**config.mk**
```make
export PLATFORM = sky130hd
export DESIGN_NAME = nws_trace_sequencer_flat
export DESIGN_NICKNAME = d
export VERILOG_FILES = /design/src/rtl/nws_trace_sequencer_if.sv /design/src/rtl/nws_trace_sequencer.sv /design/src/flat_wrapper.sv
export SDC_FILE = /design/constraint.sdc
export NUM_CORES = 1
export LEC_CHECK = 0
export CAP_MARGIN = 20
export CORE_UTILIZATION = 30
export CTS_CLUSTER_DIAMETER = 50
export DETAILED_ROUTE_END_ITERATION = 12
export REMOVE_ABC_BUFFERS = 1
export SKIP_LAST_GASP = 1
export SLEW_MARGIN = 20
export SYNTH_ARGS = -nofsm -noshare
export SYNTH_HDL_FRONTEND = slang
export SYNTH_SLANG_ARGS = --single-unit
```
**constraint.sdc**
```tcl
create_clock -name clk_in -period 5.1 [get_ports clk_in]
set_input_delay 0.765 -clock clk_in [delete_from_list [all_inputs] [get_ports clk_in]]
set_output_delay 0.765 -clock clk_in [all_outputs]
set_load 0.03 [all_outputs]
```
**src/rtl/nws_trace_sequencer_if.sv**
```systemverilog
// Byte-stream sink channel between the trace sequencer and a serial transmitter.
interface nws_trace_sequencer_if;
    logic [7:0] tx_data_o;
    logic       tx_valid_o;
    logic       tx_ready_in;

    modport master (output tx_data_o, output tx_valid_o, input tx_ready_in);
    modport slave  (input tx_data_o, input tx_valid_o, output tx_ready_in);
endinterface

```
**src/rtl/nws_trace_sequencer.sv**
```systemverilog
// Fetch trace FIFO plus line formatter streaming ASCII disassembly to a byte sink.
// Optional macro NWS_TRACE_TIMESTAMP_EN adds a 16-bit cycle stamp to each line.
module nws_trace_sequencer #(
    parameter int DEPTH = 16,
    parameter int LW    = 5
) (
    input  logic                clk_in,
    input  logic                rst_n_in,
    input  logic                trace_en_in,
    input  logic                clear_in,
    input  logic                fetch_valid_in,
    input  logic [11:0]         fetch_addr_in,
    input  logic                fetch_bank_in,
    input  logic [9:0]          fetch_opcode_in,
    output logic [11:0]         dis_addr_o,
    output logic                dis_bank_o,
    output logic [9:0]          dis_opcode_o,
    input  logic [199:0]        dis_text_in,
    nws_trace_sequencer_if.master tx,
    output logic [LW-1:0]       fifo_level_o,
    output logic                overflow_o,
    output logic                busy_o
);

    localparam int AW = $clog2(DEPTH);
`ifdef NWS_TRACE_TIMESTAMP_EN
    localparam int EW   = 39;
    localparam int PLEN = 15;
`else
    localparam int EW   = 23;
    localparam int PLEN = 10;
`endif
    localparam logic [LW-1:0] FULL = LW'(DEPTH);

    typedef enum logic [2:0] {
        S_IDLE, S_LOAD, S_LATCH, S_PREFIX, S_TEXT, S_CR, S_LF
    } state_t;

    state_t          state_q, state_d;
    logic [4:0]      idx_q, idx_d;
    logic [AW-1:0]   wr_ptr_q, rd_ptr_q;
    logic [LW-1:0]   level_q, level_d;
    logic            overflow_q;
    logic [EW-1:0]   hold_q;
    logic [199:0]    text_q;
    logic [EW-1:0]   mem_q [DEPTH];
    logic [EW-1:0]   push_entry;
    logic            push_req, push_ok, pop;
    logic [7:0]      cur_byte;
    logic [7:0]      tx_data;
    logic            tx_valid;

    function automatic logic [7:0] hex_char(input logic [3:0] n);
        return (n < 4'd10) ? (8'h30 + {4'h0, n}) : (8'h37 + {4'h0, n});
    endfunction

    // Entry layout: {[timestamp,] bank, addr, opcode}
    function automatic logic [7:0] prefix_byte(input logic [EW-1:0] e, input logic [4:0] i);
        logic [7:0] b;
        b = 8'h20;
        case (i)
            5'd0:  b = 8'h30 + {7'd0, e[22]};
            5'd1:  b = 8'h3A;
            5'd2:  b = hex_char(e[21:18]);
            5'd3:  b = hex_char(e[17:14]);
            5'd4:  b = hex_char(e[13:10]);
            5'd6:  b = hex_char({2'b00, e[9:8]});
            5'd7:  b = hex_char(e[7:4]);
            5'd8:  b = hex_char(e[3:0]);
`ifdef NWS_TRACE_TIMESTAMP_EN
            5'd10: b = hex_char(e[38:35]);
            5'd11: b = hex_char(e[34:31]);
            5'd12: b = hex_char(e[30:27]);
            5'd13: b = hex_char(e[26:23]);
`endif
            default: b = 8'h20;
        endcase
        return b;
    endfunction

`ifdef NWS_TRACE_TIMESTAMP_EN
    logic [15:0] ts_q;
    assign push_entry = {ts_q, fetch_bank_in, fetch_addr_in, fetch_opcode_in};

    always_ff @(posedge clk_in or negedge rst_n_in) begin
        if (!rst_n_in)     ts_q <= 16'h0000;
        else if (clear_in) ts_q <= 16'h0000;
        else               ts_q <= ts_q + 16'h0001;
    end
`else
    assign push_entry = {fetch_bank_in, fetch_addr_in, fetch_opcode_in};
`endif

    assign push_req = fetch_valid_in && trace_en_in && !clear_in;
    assign pop      = (state_q == S_LOAD) && !clear_in;
    assign push_ok  = push_req && ((level_q != FULL) || pop);
    assign cur_byte = text_q[{idx_q, 3'b000} +: 8];

    always_comb begin
        level_d = level_q;
        case ({push_ok, pop})
            2'b10:   level_d = level_q + LW'(1);
            2'b01:   level_d = level_q - LW'(1);
            default: level_d = level_q;
        endcase
    end

    always_comb begin
        state_d  = state_q;
        idx_d    = idx_q;
        tx_valid = 1'b0;
        tx_data  = 8'h00;
        case (state_q)
            S_IDLE:  if (level_q != '0) state_d = S_LOAD;
            S_LOAD:  state_d = S_LATCH;
            S_LATCH: begin
                state_d = S_PREFIX;
                idx_d   = 5'd0;
            end
            S_PREFIX: begin
                tx_valid = 1'b1;
                tx_data  = prefix_byte(hold_q, idx_q);
                if (tx.tx_ready_in) begin
                    if (idx_q == 5'(PLEN - 1)) begin
                        state_d = S_TEXT;
                        idx_d   = 5'd24;
                    end else begin
                        idx_d = idx_q + 5'd1;
                    end
                end
            end
            S_TEXT: begin
                // NUL bytes are consumed in one cycle without touching the sink
                tx_valid = (cur_byte != 8'h00);
                tx_data  = cur_byte;
                if (cur_byte == 8'h00 || tx.tx_ready_in) begin
                    if (idx_q == 5'd0) state_d = S_CR;
                    else               idx_d = idx_q - 5'd1;
                end
            end
            S_CR: begin
                tx_valid = 1'b1;
                tx_data  = 8'h0D;
                if (tx.tx_ready_in) state_d = S_LF;
            end
            S_LF: begin
                tx_valid = 1'b1;
                tx_data  = 8'h0A;
                if (tx.tx_ready_in) state_d = (level_q != '0) ? S_LOAD : S_IDLE;
            end
            default: state_d = S_IDLE;
        endcase
    end

    always_ff @(posedge clk_in) begin
        if (push_ok) mem_q[wr_ptr_q] <= push_entry;
    end

    always_ff @(posedge clk_in or negedge rst_n_in) begin
        if (!rst_n_in) begin
            state_q    <= S_IDLE;
            idx_q      <= 5'd0;
            wr_ptr_q   <= '0;
            rd_ptr_q   <= '0;
            level_q    <= '0;
            overflow_q <= 1'b0;
            hold_q     <= '0;
            text_q     <= '0;
        end else if (clear_in) begin
            state_q    <= S_IDLE;
            idx_q      <= 5'd0;
            wr_ptr_q   <= '0;
            rd_ptr_q   <= '0;
            level_q    <= '0;
            overflow_q <= 1'b0;
            hold_q     <= '0;
            text_q     <= '0;
        end else begin
            state_q <= state_d;
            idx_q   <= idx_d;
            level_q <= level_d;
            if (push_ok) wr_ptr_q <= wr_ptr_q + 1'b1;
            if (pop) begin
                rd_ptr_q <= rd_ptr_q + 1'b1;
                hold_q   <= mem_q[rd_ptr_q];
            end
            if (push_req && !push_ok) overflow_q <= 1'b1;
            // Disassembler has settled on hold_q for a full cycle by now
            if (state_q == S_LATCH) text_q <= dis_text_in;
        end
    end

    assign dis_bank_o    = hold_q[22];
    assign dis_addr_o    = hold_q[21:10];
    assign dis_opcode_o  = hold_q[9:0];
    assign tx.tx_data_o  = tx_data;
    assign tx.tx_valid_o = tx_valid;
    assign fifo_level_o  = level_q;
    assign overflow_o    = overflow_q;
    assign busy_o        = (state_q != S_IDLE);

endmodule

```
**src/flat_wrapper.sv**
```systemverilog
// flat-port wrapper written by rule: the top's interface ports become plain ports
module nws_trace_sequencer_flat 
#(
    parameter int DEPTH = 16,
    parameter int LW    = 5
)
  (clk_in, rst_n_in, trace_en_in, clear_in, fetch_valid_in, fetch_addr_in, fetch_bank_in, fetch_opcode_in, dis_addr_o, dis_bank_o, dis_opcode_o, dis_text_in, fifo_level_o, overflow_o, busy_o, tx_tx_data_o, tx_tx_valid_o, tx_tx_ready_in);
  nws_trace_sequencer_if tx_i ();
  input  logic clk_in;
  input  logic rst_n_in;
  input  logic trace_en_in;
  input  logic clear_in;
  input  logic fetch_valid_in;
  input  logic [11:0] fetch_addr_in;
  input  logic fetch_bank_in;
  input  logic [9:0] fetch_opcode_in;
  output logic [11:0] dis_addr_o;
  output logic dis_bank_o;
  output logic [9:0] dis_opcode_o;
  input  logic [199:0] dis_text_in;
  output logic [LW-1:0] fifo_level_o;
  output logic overflow_o;
  output logic busy_o;
  output wire logic [$bits(tx_i.tx_data_o)-1:0] tx_tx_data_o;
  output wire logic [$bits(tx_i.tx_valid_o)-1:0] tx_tx_valid_o;
  input wire logic [$bits(tx_i.tx_ready_in)-1:0] tx_tx_ready_in;
  assign tx_tx_data_o = tx_i.tx_data_o;
  assign tx_tx_valid_o = tx_i.tx_valid_o;
  assign tx_i.tx_ready_in = tx_tx_ready_in;
  nws_trace_sequencer #(.DEPTH(DEPTH), .LW(LW)) u_core (.clk_in(clk_in), .rst_n_in(rst_n_in), .trace_en_in(trace_en_in), .clear_in(clear_in), .fetch_valid_in(fetch_valid_in), .fetch_addr_in(fetch_addr_in), .fetch_bank_in(fetch_bank_in), .fetch_opcode_in(fetch_opcode_in), .dis_addr_o(dis_addr_o), .dis_bank_o(dis_bank_o), .dis_opcode_o(dis_opcode_o), .dis_text_in(dis_text_in), .tx(tx_i), .fifo_level_o(fifo_level_o), .overflow_o(overflow_o), .busy_o(busy_o));
endmodule
```
After elaboration in Yosys (flattened, before gate mapping)
Memory sizes are Yosys's and may differ from the RTL's.
Index checks and enable logic that the tools add are counted.
- $add $sub $neg: 19
- $lt $le $gt $ge: 6
- equality and inequality tests: 25
- shifts and indexed selects: 1
- mux-type cells: 39
- reductions and logical operators: 24
- operators by type and width (cell ; number):
    200-bit two-way mux ; 2
    200-bit by 9-bit variable part select with 8-bit output ; 1
    6-bit by 4-bit adder with 7-bit output (first input constant) ; 10
    8-bit case mux with 8 select lines ; 1
    8-bit two-way mux ; 6
    23-bit two-way mux ; 2
    8-bit case mux with 4 select lines ; 1
    5-bit two-way mux ; 6
    3-bit two-way mux ; 8
    3-bit case mux with 7 select lines ; 1
    4-bit < comparator (second input constant) ; 5
    4-bit two-way mux ; 4
    5-bit by 3-bit == test with 1-bit output (second input constant) ; 3
    5-bit case mux with 3 select lines ; 1
    6-bit by 2-bit adder with 7-bit output (first input constant) ; 2
    3-bit by 2-bit != test with 1-bit output (second input constant) ; 4
    3-bit != test (second input constant) ; 4
    5-bit by 1-bit adder with 5-bit output (second input constant) ; 2
    5-bit by 2-bit == test with 1-bit output (second input constant) ; 2
    5-bit by 4-bit == test with 1-bit output (second input constant) ; 2
    5-bit case mux with 2 select lines ; 1
    5-bit by 1-bit subtractor with 5-bit output (second input constant) ; 2
    3-bit == test (second input constant) ; 3
    4-bit by 1-bit adder with 4-bit output (second input constant) ; 2
    other kinds (24) ; 39
- flip-flop bits (word level): 245
- RAM bits: 368
- input bits: 229
- output and inout bits: 39
- word-level logic and storage cells: 123
- memories kept: 1
- memories (name ; depth ; bits a word ; rd ports ; clocked after memory_dff ; write ports ; RTL line ; source):
    u_core.mem_q ; 16 ; 23 ; 1 ; 0 ; 1 ; nws_trace_sequencer.sv:46 ; logic [EW-1:0] mem_q [DEPTH];

Logic depth before layout (Yosys ltp)
- depth in word-level cells: 8
- depth in mapped cells: 12
- gate-level depth less buffers: 11

Worst setup path after synthesis
No wires, ideal clock.
- kind: in2reg
- start point: input clear_in
- end point: memory u_core.mem_q[3][0], enable pin
- setup time: 0.432 ns
- arrival time: 3.311 ns
- required time: 4.668 ns
- setup slack: 1.358 ns
- stages on the path: 6
- path buffers: 1
- cell sequence: nand2b_1 clkbuf_1 and3_1 nor3_1 nand2_1 nor3_1
- word-level cells in the longest chain between the ends: 6
- elaborated cells between the ends (all ways): 7
- classes of those cells: mux (2); reduce/logical (5)
- RTL lines (what ; RTL line ; source):
    from (decl) ; flat_wrapper.sv:12 ; input logic clear_in;
    1-bit logical NOT (*) ; nws_trace_sequencer.sv:94, nws_trace_sequencer.sv:95 ;
    1-bit logical AND ; nws_trace_sequencer.sv:95 ; assign pop = (state_q == S_LOAD) && !clear_in;
    1-bit logical OR ; nws_trace_sequencer.sv:96 ; assign push_ok = push_req && ((level_q != FULL) || pop);
    1-bit logical AND (*) ; nws_trace_sequencer.sv:96 ;
    1-bit two-way mux (*) ; nws_trace_sequencer.sv:156 ; if (push_ok) mem_q[wr_ptr_q] <= push_entry;
    1-bit two-way mux (not written as such) (*) ; nws_trace_sequencer.sv:156 ;
    to (decl) ; nws_trace_sequencer.sv:46 ;
Every way passes the cells marked *; elsewhere a longest branch is shown, timed or not.

Final worst setup path
- start point: register u_core.idx_q[1]
- end point: output tx_tx_data_o[3]
- word-level cells in the longest chain between the ends: 3
- elaborated cells between the ends (all ways): 11
- classes of those cells: eq/ne (7); shift (1); mux (2); reduce/logical (1)
- RTL lines (what ; RTL line ; source):
    from (decl) ; nws_trace_sequencer.sv:40 ; logic [4:0] idx_q, idx_d;
    from (signal assigned) ; nws_trace_sequencer.sv:180 ; idx_q <= idx_d;
    branches (longest 2 deep; another with 200-bit by 9-bit variable part select with 8-bit output) ; n/a ;
    8-bit case mux with 4 select lines (*) ; nws_trace_sequencer.sv:113 ; case (state_q)
    to (decl) ; flat_wrapper.sv:24 ; output wire logic [$bits(tx_i.tx_data_o)-1:0] tx_tx_data_o;
Every way passes the cells marked *.

==> results.ini <==
[status]
status = completed

[timing]
final_hold_viol_count = 0
fin_crit_ps = 4830
setup-violations-final = 0
maxClockFrequency_ghz = 0.207
slew_headroom_pct = 26.3
setup_slack_ps = 269
holdWs_ps = 190
fin_setup_tns_ps = 0
drv_slew = 0
clock-skew-final_ps = 31.2
rsz0062_at_grt = false
finalCritPeriodShare_pct = 94.7
worst_pin_slew_ps = 1110

[synth]
synth_seq_area_share_pct = 66.6
async_flop_share_pct = 40.0
synth_fa_ha_area_share_pct = 0.951
ys_ff_latch = 613
synth-simple-area-share_pct = 3.37
synth_cell_types = 65
synth_edf_count = 368
synthCells = 1557
synth-compound-area-share_pct = 11.7
synthXorXnorAreaFrac_pct = 0.475
synthTopCellsByArea = edfxtp_1 (43%), dfrtp_1 (24%), mux4_2 (12%), a22o_1 (6.8%), mux2_2 (1.4%)
synth_area_um2 = 25800
syn_avg_cell_area_um2 = 16.6
ys_warn_count = 0
synth_top_area_cell = edfxtp_1
synth_ff_type = edfxtp_1
synth_top_family_by_area = multiplexers
muxShareOfSynthArea_pct = 14.4
synth.top_cell.area_share_pct = 42.8

[final_layout]
num-nets-final = 2083
multiInputGateArea_um2 = 8020
finalInstanceArea_um2 = 32500
seq_area_um2 = 17200
drive_above_1_share_pct = 19.1
final_common_cell = edfxtp_1
areaGrowthSynthToFinish_pct = 25.9
fillers = 7836
final_core_util_pct = 38.2
final_cell_mix = edfxtp_1 (368), clkdlybuf4s50_1 (265), dfrtp_1 (239)

[die]
die_width_um = 295
chipHeight_um = 295
die-area_um2 = 87200
core_um2 = 85100
initial_utilization_pct = 30.3
io_pins = 268
rows = 107

[clocking]
cts.path.max_buffers = 3
cts.sinks = 613
path_clk_slew_ps = 60
post_cts_buffers = 0
cts_buffers = 78
tritoncts = done
cts_resized = 0
cts_hold_buf = 0
ctsRootBufferMaster = clkbuf_16
htreeDepth = 3
clock_latency_ps = 620

[routing]
drcViolationCount = 0
viasPerCell = 5.26
first_pass_iters = 7
num_vias = 16000
drtIter0Drc = 1476
wl_per_cell_um = 24.9
wl_um = 75800
ant_nets = 0

[worst_setup_path]
crit_type = reg2out
critPathCaptureType = output pin
crit_fanout = 44
cp-start-kind = flop
required_ps = 4340
worstPathArrival_ps = 4070

[global_routing]
grt_pass1_vias = 16400
grt_use_total_pct = 17.1
grt_start_max_net_pins = 201
grt_overflow = 0
grt_antenna_before_repair = 10
grt_pass1_wl_um = 110000

[run]
maxCapViolCount = 0

[worst_hold_path]
hold_path.class = in2async

[placed_design]
gp_congestion = 0.959
post-place-ws_ps = 801
placed_area_um2 = 29900
dp_hpwl_um = 48000
numPortBuffers = 267

[power]
ir_drop_v = 0.000222
powerDensity_nw_per_um2 = 442
p_leak_nw = 11.8

## cell usage after synthesis, types with 7 or more instances
cell,number
nor2b_1,11
clkbuf_1,79
mux2_2,31
mux4_2,134
buf_1,12
inv_1,47
nor3_1,16
edfxtp_1,368
mux2i_1,12
a21oi_1,36
xnor2_1,8
dfrtp_1,245
buf_2,14
nand2b_1,11
nor2_1,42
o22ai_1,28
a22o_1,201
nand2_1,54
a221oi_1,8
o211ai_1,8
mux4_1,8
o31ai_1,14
a21o_1,8
ha_1,18
nand4_1,7
a211oi_1,15
o21ai_0,32
nand3_1,9
## final cells by class
type	count	area share, %
well taps	1144	4.41
repair buffers	309	9.48
multi-input cells	785	24.7
clock inverters	42	1.39
inverters	48	0.555
clock buffers	101	6.52
flip-flops and latches	613	52.9
diodes	2	0.0154
## critical path, stage by stage (launching register included)
cell,delay [ps]
dfrtp_4,690
buf_12,290
ha_1,470
nand3_1,280
nor4b_1,340
nor4_1,100
o31ai_1,320
nand2_1,100
o21ai_0,100
clkdlybuf4s50_1,750
## routing by layer
metal | vias to the layer above | part of all wire (%) | GRT usage, % | wire length (µm)
met4 | 16 | 2.0 | 3.93 | 1510
li1 | 6852 | - | - | -
met5 | - | 0.13 | 0 | 98
met2 | 676 | 47 | 27.6 | 35700
met1 | 8333 | 41 | 22.4 | 31100
met3 | 126 | 9.7 | 5.61 | 7370
## worst paths after layout
path                                        start             endpoint  slack (ps)  cells past startpoint
worst max-delay path              u_core.idx_q[1]      tx_tx_data_o[3]         270                      9
worst min-delay path                     rst_n_in   u_core.text_q[167]         190                      1
worst max register to register  u_core.state_q[0]  u_core.mem_q[0][12]        1380                      8
worst min register to register  u_core.text_q[18]    u_core.text_q[18]         500                      1
max in group asynchronous                rst_n_in   u_core.text_q[159]        3830                      2
min in group clk_in             u_core.text_q[18]    u_core.text_q[18]         500                      1
## registers in the layout, summed over array words and instances, names as in the netlist
| register | count |
|---|---|
| u_core.mem_q | 368 |
| u_core.text_q | 200 |
| u_core.hold_q | 23 |
| u_core.fifo_level_o | 5 |
| u_core.idx_q | 5 |
| u_core.rd_ptr_q | 4 |
| u_core.wr_ptr_q | 4 |
| u_core.state_q | 3 |
| u_core.overflow_o | 1 |
## logic make-up (layout without fill, tap and decap cells)
| kind of cell | count (synthesis) | after routing |
|---|---|---|
| AOI/OAI and AO/OA | 388 | 388 |
| adders and majority gates | 19 | 19 |
| xor gates and xnor gates | 14 | 14 |
| other | 0 | 2 |
| DFF | 613 | 613 |
| muxes | 186 | 186 |
| and+or+nand+nor | 178 | 178 |
| buffers and inverters | 159 | 500 |
## power by group
part	switching, mW	leakage [nW]	total, mW	internal (mW)
Clock	2.13	1.25	5.44	3.31
Combinational	1.41	3.93	2.79	1.39
Sequential	0.505	6.66	6.13	5.63
Total	4.04	11.8	14.4	10.3
## through the flow
stage	total power [mW]	instances
after detailed placement	9.02	2898
after CTS	14.5	3041
after floorplan	8.01	1446
final	14.4	3044
after global placement	8.97	2898
after global routing	14.9	3043
(Power assumes the default switching activity.)
